==> src/rtl/alu_if.sv <==
// Operand/result bundle between an ALU client and the alu block.
// The master drives the operation; the slave returns the registered result.
interface alu_if #(
   parameter int unsigned WIDTH = 32
);
   logic [3:0]       control;
   logic [WIDTH-1:0] operand1;
   logic [WIDTH-1:0] operand2;
   logic [WIDTH-1:0] result;
   logic             zero;

   modport master (
      output control, operand1, operand2,
      input  result, zero
   );

   modport slave (
      input  control, operand1, operand2,
      output result, zero
   );
endinterface

==> src/rtl/alu.sv <==
// Single-cycle registered ALU: logic, add/sub, shifts and compares.
// Result and its zero flag are captured together on every rising clock edge.
module alu #(
   parameter int unsigned WIDTH = 32
) (
   input logic  clk,
   input logic  rst,
   alu_if.slave bus
);

   localparam logic [3:0] OP_AND  = 4'b0000;
   localparam logic [3:0] OP_OR   = 4'b0001;
   localparam logic [3:0] OP_ADD  = 4'b0010;
   localparam logic [3:0] OP_XOR  = 4'b0011;
   localparam logic [3:0] OP_SLL  = 4'b0100;
   localparam logic [3:0] OP_SRL  = 4'b0101;
   localparam logic [3:0] OP_SUB  = 4'b0110;
   localparam logic [3:0] OP_SLT  = 4'b0111;
   localparam logic [3:0] OP_SRA  = 4'b1000;
   localparam logic [3:0] OP_SLTU = 4'b1001;
   localparam logic [3:0] OP_NOR  = 4'b1100;

   logic [WIDTH-1:0] a;
   logic [WIDTH-1:0] b;
   logic [4:0]       shamt;
   logic [WIDTH-1:0] nxt;
   logic [WIDTH-1:0] result_q;
   logic             zero_q;

   assign a     = bus.operand1;
   assign b     = bus.operand2;
   assign shamt = b[4:0];

   always_comb begin
      nxt = '0;
      unique case (bus.control)
         OP_AND:  nxt = a & b;
         OP_OR:   nxt = a | b;
         OP_ADD:  nxt = a + b;
         OP_XOR:  nxt = a ^ b;
         OP_SLL:  nxt = a << shamt;
         OP_SRL:  nxt = a >> shamt;
         OP_SUB:  nxt = a - b;
         OP_SLT:  nxt[0] = ($signed(a) < $signed(b));
         OP_SRA:  nxt = $unsigned($signed(a) >>> shamt);
         OP_SLTU: nxt[0] = (a < b);
         OP_NOR:  nxt = ~(a | b);
         default: nxt = '0;
      endcase
   end

   // zero is derived from the same next value so the pair never disagrees
   always_ff @(posedge clk or posedge rst) begin
      if (rst) begin
         result_q <= '0;
         zero_q   <= 1'b1;
      end else begin
         result_q <= nxt;
         zero_q   <= (nxt == '0);
      end
   end

   assign bus.result = result_q;
   assign bus.zero   = zero_q;

endmodule

==> src/flat_wrapper.sv <==
// flat-port wrapper written by rule: the top's interface ports become plain ports
module alu_flat 
#(
   parameter int unsigned WIDTH = 32
)
  (clk, rst, bus_control, bus_operand1, bus_operand2, bus_result, bus_zero);
  alu_if #(.WIDTH(WIDTH)) bus_i ();
  input logic clk;
  input logic rst;
  input wire logic [$bits(bus_i.control)-1:0] bus_control;
  input wire logic [$bits(bus_i.operand1)-1:0] bus_operand1;
  input wire logic [$bits(bus_i.operand2)-1:0] bus_operand2;
  output wire logic [$bits(bus_i.result)-1:0] bus_result;
  output wire logic [$bits(bus_i.zero)-1:0] bus_zero;
  assign bus_i.control = bus_control;
  assign bus_i.operand1 = bus_operand1;
  assign bus_i.operand2 = bus_operand2;
  assign bus_result = bus_i.result;
  assign bus_zero = bus_i.zero;
  alu #(.WIDTH(WIDTH)) u_core (.clk(clk), .rst(rst), .bus(bus_i));
endmodule
==> config.mk <==
export PLATFORM = sky130hd
export DESIGN_NAME = alu_flat
export DESIGN_NICKNAME = d
export VERILOG_FILES = /design/src/rtl/alu_if.sv /design/src/rtl/alu.sv /design/src/flat_wrapper.sv
export SDC_FILE = /design/constraint.sdc
export NUM_CORES = 1
export LEC_CHECK = 0
export ABC_AREA = 1
export ABC_CLOCK_PERIOD_IN_PS = 910
export CAP_MARGIN = 10
export CORE_MARGIN = 8
export CORE_UTILIZATION = 60
export DETAILED_ROUTE_END_ITERATION = 8
export HOLD_SLACK_MARGIN = 0.15
export PLACE_DENSITY = 0.83
export SYNTH_ARGS = -nofsm -noshare
export SYNTH_HDL_FRONTEND = slang
export SYNTH_SLANG_ARGS = --single-unit
==> constraint.sdc <==
create_clock -name clk -period 0.91 [get_ports clk]
set_input_delay 0.1365 -clock clk [delete_from_list [all_inputs] [get_ports clk]]
set_output_delay 0.1365 -clock clk [all_outputs]
set_load 0.02 [all_outputs]
==> results.md, run 1 <==
* Outcome: aborted with a tool error
* Halt point of the flow: clock tree synthesis
* Error: [ERROR DPL-0038] Utilization greater than 100%, impossible to legalize
* Top cell type by total area after synthesis: nand2_1
* DP HPWL at 54.1 mm
* Port-buffer cells at a little over 100
* I/O pin count at 103
* Chip Width at between 150 and 200 um
* Initial Util at 0.605
* Post-CTS Setup Bufs at 126
* Post-synth EDFFs at 0
* Mapped Area at approximately 12000 um2
* Synth Flop Type: dfrtp_1
* Ys Warns at 0
* Post_cts resized at between 1000 and 1500
* Row Count at approximately 50
* Register bit total from synthesis at 33
* H-Tree Depth at 2
* CTS root buffer: clkbuf_16
* Clock buffer depth at 2
* Sequential area share after synthesis at 0.0712
* CTS sink cnt at 33
* Synthesized Nets at 2490
* Gate Count Post-Synth at between 2000 and 2500
* CTS buffer count at 5
* Die Y at ~160 um
* Cell variety after synth at 39
* Placed Cells at between 3000 and 4000
* Ys async rst share at 1.00
* Hold Buf Count CTS at 0
* Routability cong. at between 1 and 1.5
* Share of the synthesized area in the top cell type at 0.252
* Syn avg cell area at between 5 and 6 um2
* Synth top area cells: nand2_1, nand3_1, ha_1
## Yosys cell counts, types with 20 or more instances
library cell	n
a21oi_1	65
dfrtp_1	32
nand2_1	781
clkbuf_1	21
ha_1	103
o21ai_0	51
inv_1	330
buf_2	52
nand4_1	33
o22ai_1	20
nor3_1	26
nand3_1	504
nor2_1	195
## cells by family after synthesis
logic type      share of synthesized area
simple gates                        0.575
buf+inv                             0.151
compound gates                     0.0857
fa+ha+maj                           0.114
flops                              0.0712
mux                               0.00172
xor+xnor                         0.000754
## per-stage QoR
step,hold WS (ns),cell area (um2),setup WS (ns)
floorplan,0.265,11900,-1.18
global placement,0.549,16600,-2.12
detailed placement,0.555,16600,-2.34
==> inputs of run 2 (changes only) <==
CORE_UTILIZATION = 40   (was 60)
HOLD_SLACK_MARGIN = default   (was 0.15)
PLACE_DENSITY = default   (was 0.83)
PLACE_DENSITY_LB_ADDON = 0.15   (was default)
==> run 2 against run 1 <==
Compared with the run above:
- the flow now finishes, with violations (negative setup slack)
- synthesized area is the same
- synthesized cell count is the same
==> results.md, run 2 <==
* Starting DRC count in detailed routing at around 2700
* Die Y at between 150 and 200 um
* Rel. slew slack at 0.711
* DP Area at between 15000 and 20000 um2
* Area grow syn2layout at 85.7%
* Global route total overflow at 0
* Reg clk slew, reported paths at about 0.060 ns
* Share of the synthesized area in the top cell type at 0.252
* Element type at the critical path start: input pin
* Post-synth EDFFs at 0
* Hold crit path type: input pin to async pin
* DP HPWL at between 50 and 60 mm
* DRC Markers at 0
* Fin Hold WS at 0.0792 ns
* Final total power at 17800 uW
* Number of flip-flops in the largest register at 32
* Most frequent cell after synthesis: nand2_1
* Dpl ws at -2.48 ns
* VDD IR max at between 700 and 800 uV
* First-pass GRT wire length at between 100 and 150 mm
* Vias at 20400
* Design Area, Final at ~22000 um2
* Met3 capacity usage during global routing at 0.0757
* Final setup fails at 66
* Core area at around 29000 um2
* Setup ws final at -1.63 ns
* Chip Width at 186 um
* Placed Cells at between 3000 and 4000
* WP data arrival at 2.77 ns
* Sequential area share after synthesis at 0.0712
* Initial Util at 0.406
* Ys Warns at 0
* Die area at 34700 um2
* Initial antenna violation count at 2
* Post-DRT Antenna Nets at 0
* WL per Instance at about 24 um
* WL final at just over 80 mm
* Hold violation count in the final report at 0
* Syn avg cell area at about 5 um2
* CTS root buffer: clkbuf_16
* CTS sink cnt at 33
* Top Usage Layer GRT: met2
* Mapped Area at 11600 um2
* I/O pin count at just over 100
* Fin crit share at 2.79
* Max-slew violations at 0
* Global Route met2 Usage at 0.677
* Via density at 6.00
* Pleak at 0.0113 uW
* Antenna Cells at 0
* Synth top area cells: nand2_1, nand3_1, ha_1
* Commonest non-fill, non-tap cells in the layout: buf_4, nand2_1, nand3_1, inv_1, nand2_2
* Port-buffer cells at approximately 100
* GR Util met1 at 0.494
* Overall routing resource usage at 0.416
* DRT Pass-1 Iters at 8
* H-Tree Depth at 2
* Critical path capture point type: flop
* Gate Count Post-Synth at ~2300
* Routability cong. at roughly 1.1
* Most frequent cells after synthesis: nand2_1, nand3_1, inv_1, nor2_1, ha_1
* Synthesized Nets at 2490
* Worst-Margin Slew at around 0.43 ns
* Top cell type by total area after synthesis: nand2_1
* Largest net degree at the start of global routing at slightly below 70
* Tmin final at approximately 2.5 ns
* Ys async rst share at 1.00
* Register bit total from synthesis at 33
* Required @ worst endpoint at approximately 1.1 ns
* Row Count at 62
* Most common cell after layout, fill and taps aside: buf_4
* Outcome: finished, violations left
* Fmax at between 300 and 400 MHz
* Vias in the first global route at around 19000
* Max cap viols at 0
* Cell variety after synth at 39
* CTS buffer count at 5
* RSZ-0062 raised after global routing: true
* Clock buffer depth at 2
* Final net count at roughly 3200
* Layout cells sized above 1 at 0.487
* Failing checks: negative setup slack
* Critical path class: input pin to flop
* Synth Flop Type: dfrtp_1
* Filler cells at 2221
* Power per cell area at about 800 nW/um2
* CP max FO at 4
* Final cell count without fillers at about 3400
* CTS tree: done
==> run 2: report_power, final <==
group / internal (uW) / leakage, uW / switching (uW) / total [uW]
Sequential: 1650 / 0.000427 / 97.5 / 1750
Combinational: 6080 / 0.0108 / 8240 / 14300
Clock: 1010 / 0.0000706 / 684 / 1690
==> run 2: path summary, 6_finish.rpt <==
check	startpoint	end	cells past startpoint	slack [ns]
min in group clk	bus_control[2]	u_core.bus.result[0]$_DFF_PP0_	7	0.64
setup / recovery	bus_operand1[0]	u_core.bus.zero$_DFF_PP1_	19	-1.63
max in group asynchronous	rst	u_core.bus.result[21]$_DFF_PP0_	3	0.36
hold / removal	rst	u_core.bus.result[15]$_DFF_PP0_	2	0.08
==> run 2: area by class of cell <==
class                   instances  area (um2)  share of cell area
clock inverters                 2        10.0            0.000464
well taps                     384         480              0.0223
flip-flops and latches         33         827              0.0383
repair inverters                1        5.00            0.000232
repair buffers                796        6670               0.309
multi-input cells            1847       12100               0.562
clock buffers                   6         129             0.00598
inverters                     335        1330              0.0616
==> run 2: kinds of logic after synthesis <==
kind of cell / share of synthesized area
XOR/XNOR: 0.000754
multiplexers: 0.00172
flip-flops: 0.0712
buffers and inverters: 0.151
adder cells (fa/ha/maj): 0.114
AO/OA/AOI/OAI: 0.0857
AND/OR/NAND/NOR: 0.575
==> run 2: what timing repair did <==
| item | CTS | global route |
|---|---|---|
| hold buffers | 0 | 0 |
| pin swaps | 234 | 103 |
| setup endpoints to repair | 66 | 66 |
| endpoints found under the hold margin | 0 | 0 |
| resized for setup | 1161 | 232 |
| gates cloned | 0 | 1 |
| setup buffers | 88 | 34 |
==> run 2: critical path: stages <==
cell,delay (ns)
buf_8,0.11
buf_6,0.12
ha_4,0.16
buf_4,0.19
nand3_4,0.15
nand3_4,0.14
buf_4,0.17
nand2_1,0.05
o21ai_1,0.08
nand2_1,0.25
o2111ai_2,0.21
a21oi_2,0.19
buf_4,0.14
nand2_2,0.08
nor2_1,0.13
nand2_1,0.08
nor2_2,0.17
nand2_2,0.10
nor2_2,0.11
==> run 2: metal layers <==
| metal | vias up | part of all wire |
|---|---|---|
| li1 | 8858 | - |
| met1 | 9390 | 0.35 |
| met2 | 1604 | 0.43 |
| met3 | 558 | 0.12 |
| met4 | 2 | 0.096 |
| met5 | - | 0.00016 |
==> run 2: metrics by stage <==
step                      utilization  TNS [ns]
after floorplan                     -    -26.44
final                           0.753    -37.11
after global routing            0.753    -38.26
after detailed placement        0.603    -67.75
after CTS                       0.716    -30.40
after global placement          0.603    -67.63
No activity file was read; power rests on OpenSTA's default activity.
==> inputs of run 3 (changes only) <==
CORE_MARGIN = 2   (was 8)
GPL_TIMING_DRIVEN = 0   (was default)
==> run 3 against run 2 <==
Compared with the run above:
- the run still ends with negative setup slack left
- clock power about the same
- non-clock buffer count decreased by 437
- final cell count decreased by 13%
- via count decreased by 9.5%
- first-iteration DRC count decreased by 6.5%
- combinational power decreased by 17%
- global-route usage increased by 5.4 points
- fmax increased by 6.2%
- routed wire length decreased by 6.1%
- sequential power about the same
- flip-flop and latch count unchanged
- clock-buffer cell count increased by 1
==> results.md, run 3 (synthesized netlist as in run 2, its figures left out) <==
* Outcome: finished, violations left
* Area grow syn2layout at 56.0%
* Global route total overflow at 0
* Crit path buffers/inverters at 3
* Max-slew violations at 0
* Routability cong. at between 1 and 1.5
* Reg clk slew, reported paths at 0.05 ns
* RSZ-0062 raised after global routing: true
* Critical path's largest stage delay at between 0.3 and 0.4 ns
* Rel. slew slack at 0.541
* Layout cells sized above 1 at 0.357
* Met3 WL at between 8 and 9 mm
* Port-buffer cells at 102
* DRC Markers at 0
* Required @ worst endpoint at 1.12 ns
* Top sig layer: met4
* I/O pin count at slightly above 100
* Most common cell after layout, fill and taps aside: nand2_1
* DRT Pass-1 Iters at 7
* Hold Buf Count CTS at 0
* CTS tree: done
* Tmin final at approximately 2.4 ns
* CP max FO at 6
* Initial antenna violation count at 0
* Setup ws final at -1.48 ns
* DP Area at 13400 um2
* Core area at 28600 um2
* Overall routing resource usage at 0.469
* Die Y at approximately 170 um
* CTS buffer count at 5
* Vias in the first global route at 17200
* Via density at between 6 and 7
* Worst-Margin Slew at around 0.7 ns
* Failing checks: negative setup slack
* Pleak at 0.00941 uW
* Crit path cell chain: clkdlybuf4s15_2 > inv_1 > ha_4 > clkinvlp_4 > nand2_1 > nand2_1 > nand2_1 > nand2_2 > a21oi_4 > nand3_2 > nand3_2 > nand4_1 > nor2_1 > nand2_1 > nor2_1 > nand2_1 > nor2_1
* CP endpoint: u_core.bus.zero$_DFF_PP1_
* Final setup fails at 51
* Final net count at about 2800
* Row Count at between 60 and 70
* Initial Util at 0.406
* Number of flip-flops in the largest register at 32
* WP data arrival at ~2.6 ns
* Crit path from: bus_operand2[6]
* Power per cell area at 841 nW/um2
* CP delay by family, top: simple AND/OR/NAND/NOR gates
* VDD IR max at 807 uV
* WL final at between 70 and 80 mm
* Design Area, Final at between 15000 and 20000 um2
* Starting DRC count in detailed routing at 2538
* Hold crit path type: input pin to async pin
* Commonest non-fill, non-tap cells in the layout: nand2_1, nand3_1, inv_1, buf_4, nand2_2
* Post-DRT Antenna Nets at 0
* Fin Hold WS at roughly 0.28 ns
* Critical path capture point type: flop
* Critical path class: input pin to flop
* Met2 Routed Length at approximately 33 mm
* Metal-1 WL at 26.0 mm
* Element type at the critical path start: input pin
* Final design utilization at 0.633
* Critical path's most frequent cell: nand2_1
* DP HPWL at roughly 57 mm
* Antenna Cells at 0
* Clock buffer depth at 2
* Largest net degree at the start of global routing at 34
* Filler cells at roughly 2600
* WP depth at 17
* CTS root buffer: clkbuf_16
* Fin crit share at 2.63
* First-pass GRT wire length at between 100 and 150 mm
* Max cap viols at 0
* Chip Width at 174 um
* Vias at roughly 18000
* Die area at slightly above 30000 um2
* Critical path's slowest cell: ha_4
* H-Tree Depth at 2
* WL per Instance at ~26 um
* Fmax at between 400 and 500 MHz
* CTS sink cnt at 33
* Hold violation count in the final report at 0
## run 3: cell types whose count changed in the layout (fill, tap and decap cells not counted), moves of 16 or more
| cell | change |
|---|---|
| inv_2 | -43 |
| nand3_2 | -18 |
| nand2_4 | +24 |
| nand2_2 | -51 |
| inv_1 | +39 |
| nand2_1 | +27 |
| clkbuf_2 | +16 |
| ha_1 | +28 |
| buf_4 | -445 |
| nor2_4 | +19 |
| nor2_2 | -20 |
| buf_6 | -56 |
## run 3: final cells by class
type / count / area (um2) / area share
Multi-Input combinational cell: 1847 / 12100 / 0.668
Timing Repair Buffer: 261 / 2250 / 0.124
Inverter: 335 / 1350 / 0.0743
Buffer: 98 / 961 / 0.0530
Sequential cell: 33 / 827 / 0.0456
Tap cell: 384 / 480 / 0.0265
Clock buffer: 7 / 143 / 0.00787
Timing Repair inverter: 1 / 5.00 / 0.000276
## run 3: power by group
part | switching, uW | internal [uW] | leakage, uW
Clock | 587 | 1070 | 0.0000700
Combinational | 7620 | 4220 | 0.00892
Sequential | 87.2 | 1650 | 0.000427
## run 3: repair_timing
| action | 4_1_cts | 5_1_grt |
|---|---|---|
| gates cloned | 4 | 4 |
| pin swaps | 150 | 148 |
| endpoints found under the hold margin | 0 | 0 |
| setup buffers | 106 | 49 |
| endpoints found under the setup margin | 99 | 77 |
| gates resized for setup | 1140 | 248 |
## run 3: worst min-delay path by stage
stage / from / end / slack [ns]
after floorplan: rst / u_core.bus.result[0]$_DFF_PP0_ / 0.26
after global placement: rst / u_core.bus.result[15]$_DFF_PP0_ / 0.79
after detailed placement: rst / u_core.bus.result[14]$_DFF_PP0_ / 0.83
after CTS: rst / u_core.bus.result[16]$_DFF_PP0_ / 0.34
after global routing: rst / u_core.bus.result[29]$_DFF_PP0_ / 0.32
final: rst / u_core.bus.result[20]$_DFF_PP0_ / 0.28
## run 3: layer usage
metal  global-route usage  vias to the layer above
met1                0.533                     8516
li1                     -                     8009
met5                    0                        -
met4                0.377                        0
met2                0.763                     1446
met3               0.0984                      492
## run 3: through the flow
stage | power [uW] | setup WS (ns) | TNS [ns] | cells
after floorplan | 6500 | -1.18 | -26.44 | 2315
after global placement | 9570 | -2.95 | -98.06 | 2801
after detailed placement | 9610 | -2.93 | -100.44 | 2801
after CTS | 13700 | -1.39 | -31.16 | 2914
after global routing | 15800 | -1.50 | -35.30 | 2966
final | 15200 | -1.48 | -34.46 | 2966
==> RTL change 1 (flow settings as in run 2) <==
`WIDTH` is set to 32 in 3 places; all go to 16.
--- a/src/rtl/alu_if.sv
+++ b/src/rtl/alu_if.sv
@@ -1,7 +1,7 @@
 // Operand/result bundle between an ALU client and the alu block.
 // The master drives the operation; the slave returns the registered result.
 interface alu_if #(
-   parameter int unsigned WIDTH = 32
+   parameter int unsigned WIDTH = 16
 );
    logic [3:0]       control;
    logic [WIDTH-1:0] operand1;
--- a/src/rtl/alu.sv
+++ b/src/rtl/alu.sv
@@ -1,7 +1,7 @@
 // Single-cycle registered ALU: logic, add/sub, shifts and compares.
 // Result and its zero flag are captured together on every rising clock edge.
 module alu #(
-   parameter int unsigned WIDTH = 32
+   parameter int unsigned WIDTH = 16
 ) (
    input logic  clk,
    input logic  rst,
--- a/src/flat_wrapper.sv
+++ b/src/flat_wrapper.sv
@@ -1,7 +1,7 @@
 // flat-port wrapper written by rule: the top's interface ports become plain ports
 module alu_flat 
 #(
-   parameter int unsigned WIDTH = 32
+   parameter int unsigned WIDTH = 16
 )
   (clk, rst, bus_control, bus_operand1, bus_operand2, bus_result, bus_zero);
   alu_if #(.WIDTH(WIDTH)) bus_i ();
Interface: changed (resized bus_operand1, bus_operand2 and bus_result); port bits go from 103 to 55. No check against the original RTL was run, so the function may have changed too.
==> RTL change 1 against run 2 <==
  * The run still ends with setup timing left
  * Via count is 60% lower
  * Design area down 55%
  * Synthesized area shrank 55%
  * Setup slack better by 0.55 ns
  * Critical path type unchanged
  * Wire length fell by 67%
  * Largest cell class unchanged
  * Worst hold slack better by 0.14 ns
  * Power fell by 58%
  * Sequential cell count down 16
  * Clock power down 48%
  * Die area down 51%
  * Sequential share of layout area up 0.61 points
==> RTL change 1: results (changes against run 2) <==
| Metric | Value |
|---|---|
| Max reg flops | `16 (-50%)` |
| Max IR drop VDD | `0.000520 V (-29%)` |
| Multiplexer share of the synthesized area | `0% (-0.17 points)` |
| Postcts setup bufs | `29 (-67%)` |
| Final worst setup slack | `-1.07 ns (+0.554 ns)` |
| Sequential portion of the cell area | `4.45% (+0.61 points)` |
| CTS Buf Count | `3 (-2)` |
| Placed cell count | `1,449 (-56%)` |
| CTS H-Tree Depth | `1 (-1)` |
| Routed wire length | `26.9 mm (-67%)` |
| Setup Viol. Count Final | `18 (-73%)` |
| Run status | `finished, violations left` |
| Number of global-route vias before repair | `7,634 (-60%)` |
| Seq cells | `17 (-48%)` |
| Synth Area in XOR/XNOR | `0.167% (+0.091 points)` |
| CP max FO | `6 (+2)` |
| Syn_area_per_cell | `5.12 µm² (+2.0%)` |
| Nonclk inv count | `147 (-56%)` |
| Average via count per standard cell | `5.41 (-9.8%)` |
| Fraction of area in multi-input gates | `58.2% (+2.0 points)` |
| Crit-path max cell delay | `0.38 ns (+0.13 ns)` |
| Critical Path AT | `2.16 ns (-0.61 ns)` |
| Slew @ Worst Pin | `0.516 ns (+0.0816 ns)` |
| Post-DP HPWL | `20.4 mm (-66%)` |
| Total GRT Usage | `30.3% (-11 points)` |
| Violated checks | `setup timing` |
| ClkCell Share | `0.834% (+0.19 points)` |
| Post_cts resized | `548 (-53%)` |
| Complex-gate fraction of the synthesized area | `8.33% (-0.25 points)` |
| Post-synth top cells | `nand2_1, nand3_1, inv_1` |
| Detailed Routing Iterations Pass 1 | `7 (-1)` |
| Drt initial violations | `896 (-67%)` |
| Distinct cells, synth | `37 (-5.1%)` |
| Sequential power share | `11.7% (+1.9 points)` |
| Largest net degree at the start of global routing | `31 (-55%)` |
| Count of multi-input gates | `829 (-55%)` |
| Share of layout cells above drive strength 1 | `51.7% (+3.0 points)` |
| Port Buffer Count | `54 (-47%)` |
| Sw Pwr | `3.52 mW (-61%)` |
| Non-CTS buffers | `323 (-59%)` |
| Syn Nets | `1,120 (-55%)` |
| RePlAce Congestion | `1.03 (-5.1%)` |
| Post-Route Setup TNS | `-13.31 ns (+23.80 ns)` |
| Nets@finish | `1,413 (-56%)` |
-- RTL change 1: changes by cell type in the layout (fill, tap and decap cells not counted), sizes merged, moves of 20 or more --
cell   before  now
buf       773  307
nand2     783  365
nand3     504  176
inv       331  147
nor2      202  126
ha        103   52
o21ai      59   28
a21oi      65   42
nor3       27    4
nand4      33   13
-- RTL change 1: path summary, 6_finish.rpt --
path,from,end,slack [ns],cells past startpoint
worst min-delay path,rst,u_core.bus.result[6]$_DFF_PP0_,0.22,3
min in group clk,bus_operand2[4],u_core.bus.result[3]$_DFF_PP0_,0.57,6
worst max-delay path,bus_operand1[5],u_core.bus.zero$_DFF_PP1_,-1.07,14
max in group asynchronous,rst,u_core.bus.zero$_DFF_PP1_,0.49,3
-- RTL change 1: logic make-up (layout without fill, tap and decap cells) --
group | count (synthesis) | in the layout
AND/OR/NAND/NOR | 693 | 693
XOR/XNOR | 1 | 1
adder cells (fa/ha/maj) | 54 | 54
flip-flops | 17 | 17
buffers and inverters | 182 | 474
AO/OA/AOI/OAI | 81 | 81
-- RTL change 1: metrics by stage --
step                      area, µm²  worst slack (ns)  hold WS [ns]  power (mW)
after floorplan                5440            -0.887        0.0618        2.98
after global placement         7670             -2.01         0.458        5.03
after detailed placement       7670             -1.98         0.491        5.04
after CTS                      8990            -0.884         0.225        6.86
after global routing           9600             -1.10         0.251        7.90
final                          9600             -1.07         0.216        7.49
-- RTL change 1: layer usage --
metal | share of wire [%] | up-vias | track usage (%) | wire, µm
li1 | - | 3852 | - | -
met1 | 40 | 3692 | 38.3 | 10700
met2 | 46 | 434 | 50.7 | 12400
met3 | 8.2 | 111 | 3.13 | 2200
met4 | 6.1 | 0 | 13.7 | 1650
met5 | 0 | - | 0 | 0
==> RTL change 2 (config.mk and constraints of run 2) <==
Without the edit above. `result_q` no longer has a reset.
--- a/src/rtl/alu.sv
+++ b/src/rtl/alu.sv
@@ -52,12 +52,14 @@
    // zero is derived from the same next value so the pair never disagrees
    always_ff @(posedge clk or posedge rst) begin
       if (rst) begin
-         result_q <= '0;
          zero_q   <= 1'b1;
       end else begin
-         result_q <= nxt;
          zero_q   <= (nxt == '0);
       end
+   end
+
+   always_ff @(posedge clk) begin
+      result_q <= nxt;
    end
 
    assign bus.result = result_q;
Function: changed (a bounded check fails within 4 cycles, from zero or initial values and one cycle with rst high).
==> RTL change 2 against run 2 <==
  * Worst hold slack gained 0.095 ns
  * The flow finishes with violations (DRC, setup timing)
  * Wire length rose by 11%
  * Critical endpoint unchanged
  * Combinational power rose by 9%
  * Count of clock-buffer cells in the layout is 2 higher
  * Largest power group unchanged
  * Design area grew 1.6%
  * Power up 6.9%
  * Synthesized cell count fell by 3.6%
  * Setup slack got worse by 0.15 ns
  * Highest routed layer unchanged
  * Core utilization grew 3.7 points
  * Synthesized area fell by 3.5%
  * Sequential cell count stayed put
  * Non-clock buffer count decreased by 39
==> RTL change 2: results (changes against run 2) <==
| Metric | Value |
|---|---|
| Run status | `finished, violations left` |
| Violated checks | `DRC, setup timing` |
| Worst hold margin | `0.174 ns (+0.0950 ns)` |
| Post-DP HPWL | `57.4 mm (-3.7%)` |
| Comb pwr share | `82.0% (+1.3 points)` |
| Nets@finish | `3,073 (-3.8%)` |
| Final worst setup slack | `-1.78 ns (-0.149 ns)` |
| M3 GR Usage | `7.98% (+0.42 points)` |
| Post_cts resized | `1,076 (-7.3%)` |
| Number of global-route vias before repair | `18.7k (-3.0%)` |
| Syn Inst Count | `2,231 (-3.6%)` |
| Main flop type after synthesis | `dfxtp_1` |
| Post-placement cell area | `16,500 µm² (-4.1%)` |
| Slew @ Worst Pin | `0.631 ns (+0.197 ns)` |
| Max IR drop VDD | `0.000879 V (+20%)` |
| Global-route wire length before repair | `109 mm (-3.8%)` |
| Critical Path AT | `2.91 ns (+0.14 ns)` |
| WL/cell | `27.4 µm (+15%)` |
| Slowest cell on the critical path | `nor3_4` |
| Non-filler cells, final | `3,277 (-3.7%)` |
| CP max FO | `8 (+4)` |
| Multiplexer share of the synthesized area | `0.0893% (-0.083 points)` |
| Syn Nets | `2,406 (-3.4%)` |
| Largest cells by area after synthesis | `nand2_1, nand3_1, ha_1` |
| Drt initial violations | `3,754 (+38%)` |
| Share of layout cells above drive strength 1 | `53.4% (+4.6 points)` |
| Net Sw Frac | `52.5% (+1.7 points)` |
| Setup Viol. Count Final | `34 (-48%)` |
| DRC | `282 (+282)` |
| Met1 Usage GRT | `51.8% (+2.4 points)` |
| RePlAce Congestion | `1.10 (+1.0%)` |
| Setup crit start | `bus_operand1[12]` |
==> RTL change 2: changes by cell type after synthesis, sizes merged, moves of 6 or more <==
cell / change
dfxtp: +32
o211ai: +7
dfrtp: -32
nand2: -83
nand3: -33
o221ai: +6
nand4: -6
o21ai: +17
nor2: +9
buf: -6
nor3: +9
inv: -23
==> RTL change 2: cell type report <==
| class | count | area [µm²] |
|---|---|---|
| inverters | 314 | 1340 |
| fillers | 1876 | 5800 |
| well taps | 378 | 473 |
| clock buffers | 8 | 146 |
| repair buffers | 757 | 6530 |
| multi-input cells | 1787 | 12700 |
| flip-flops and latches | 33 | 671 |
==> RTL change 2: per-stage QoR <==
stage                     utilization [%]  total power [mW]  worst slack [ns]  TNS (ns)
after CTS                            71.5              15.8             -1.32    -35.07
final                                79.1              19.0             -1.78    -39.77
after global placement               59.7              11.7             -2.49    -68.51
after detailed placement             59.7              11.7             -2.47    -68.30
after floorplan                         -              6.46             -1.21    -27.05
after global routing                 79.1              19.4             -1.77    -39.18
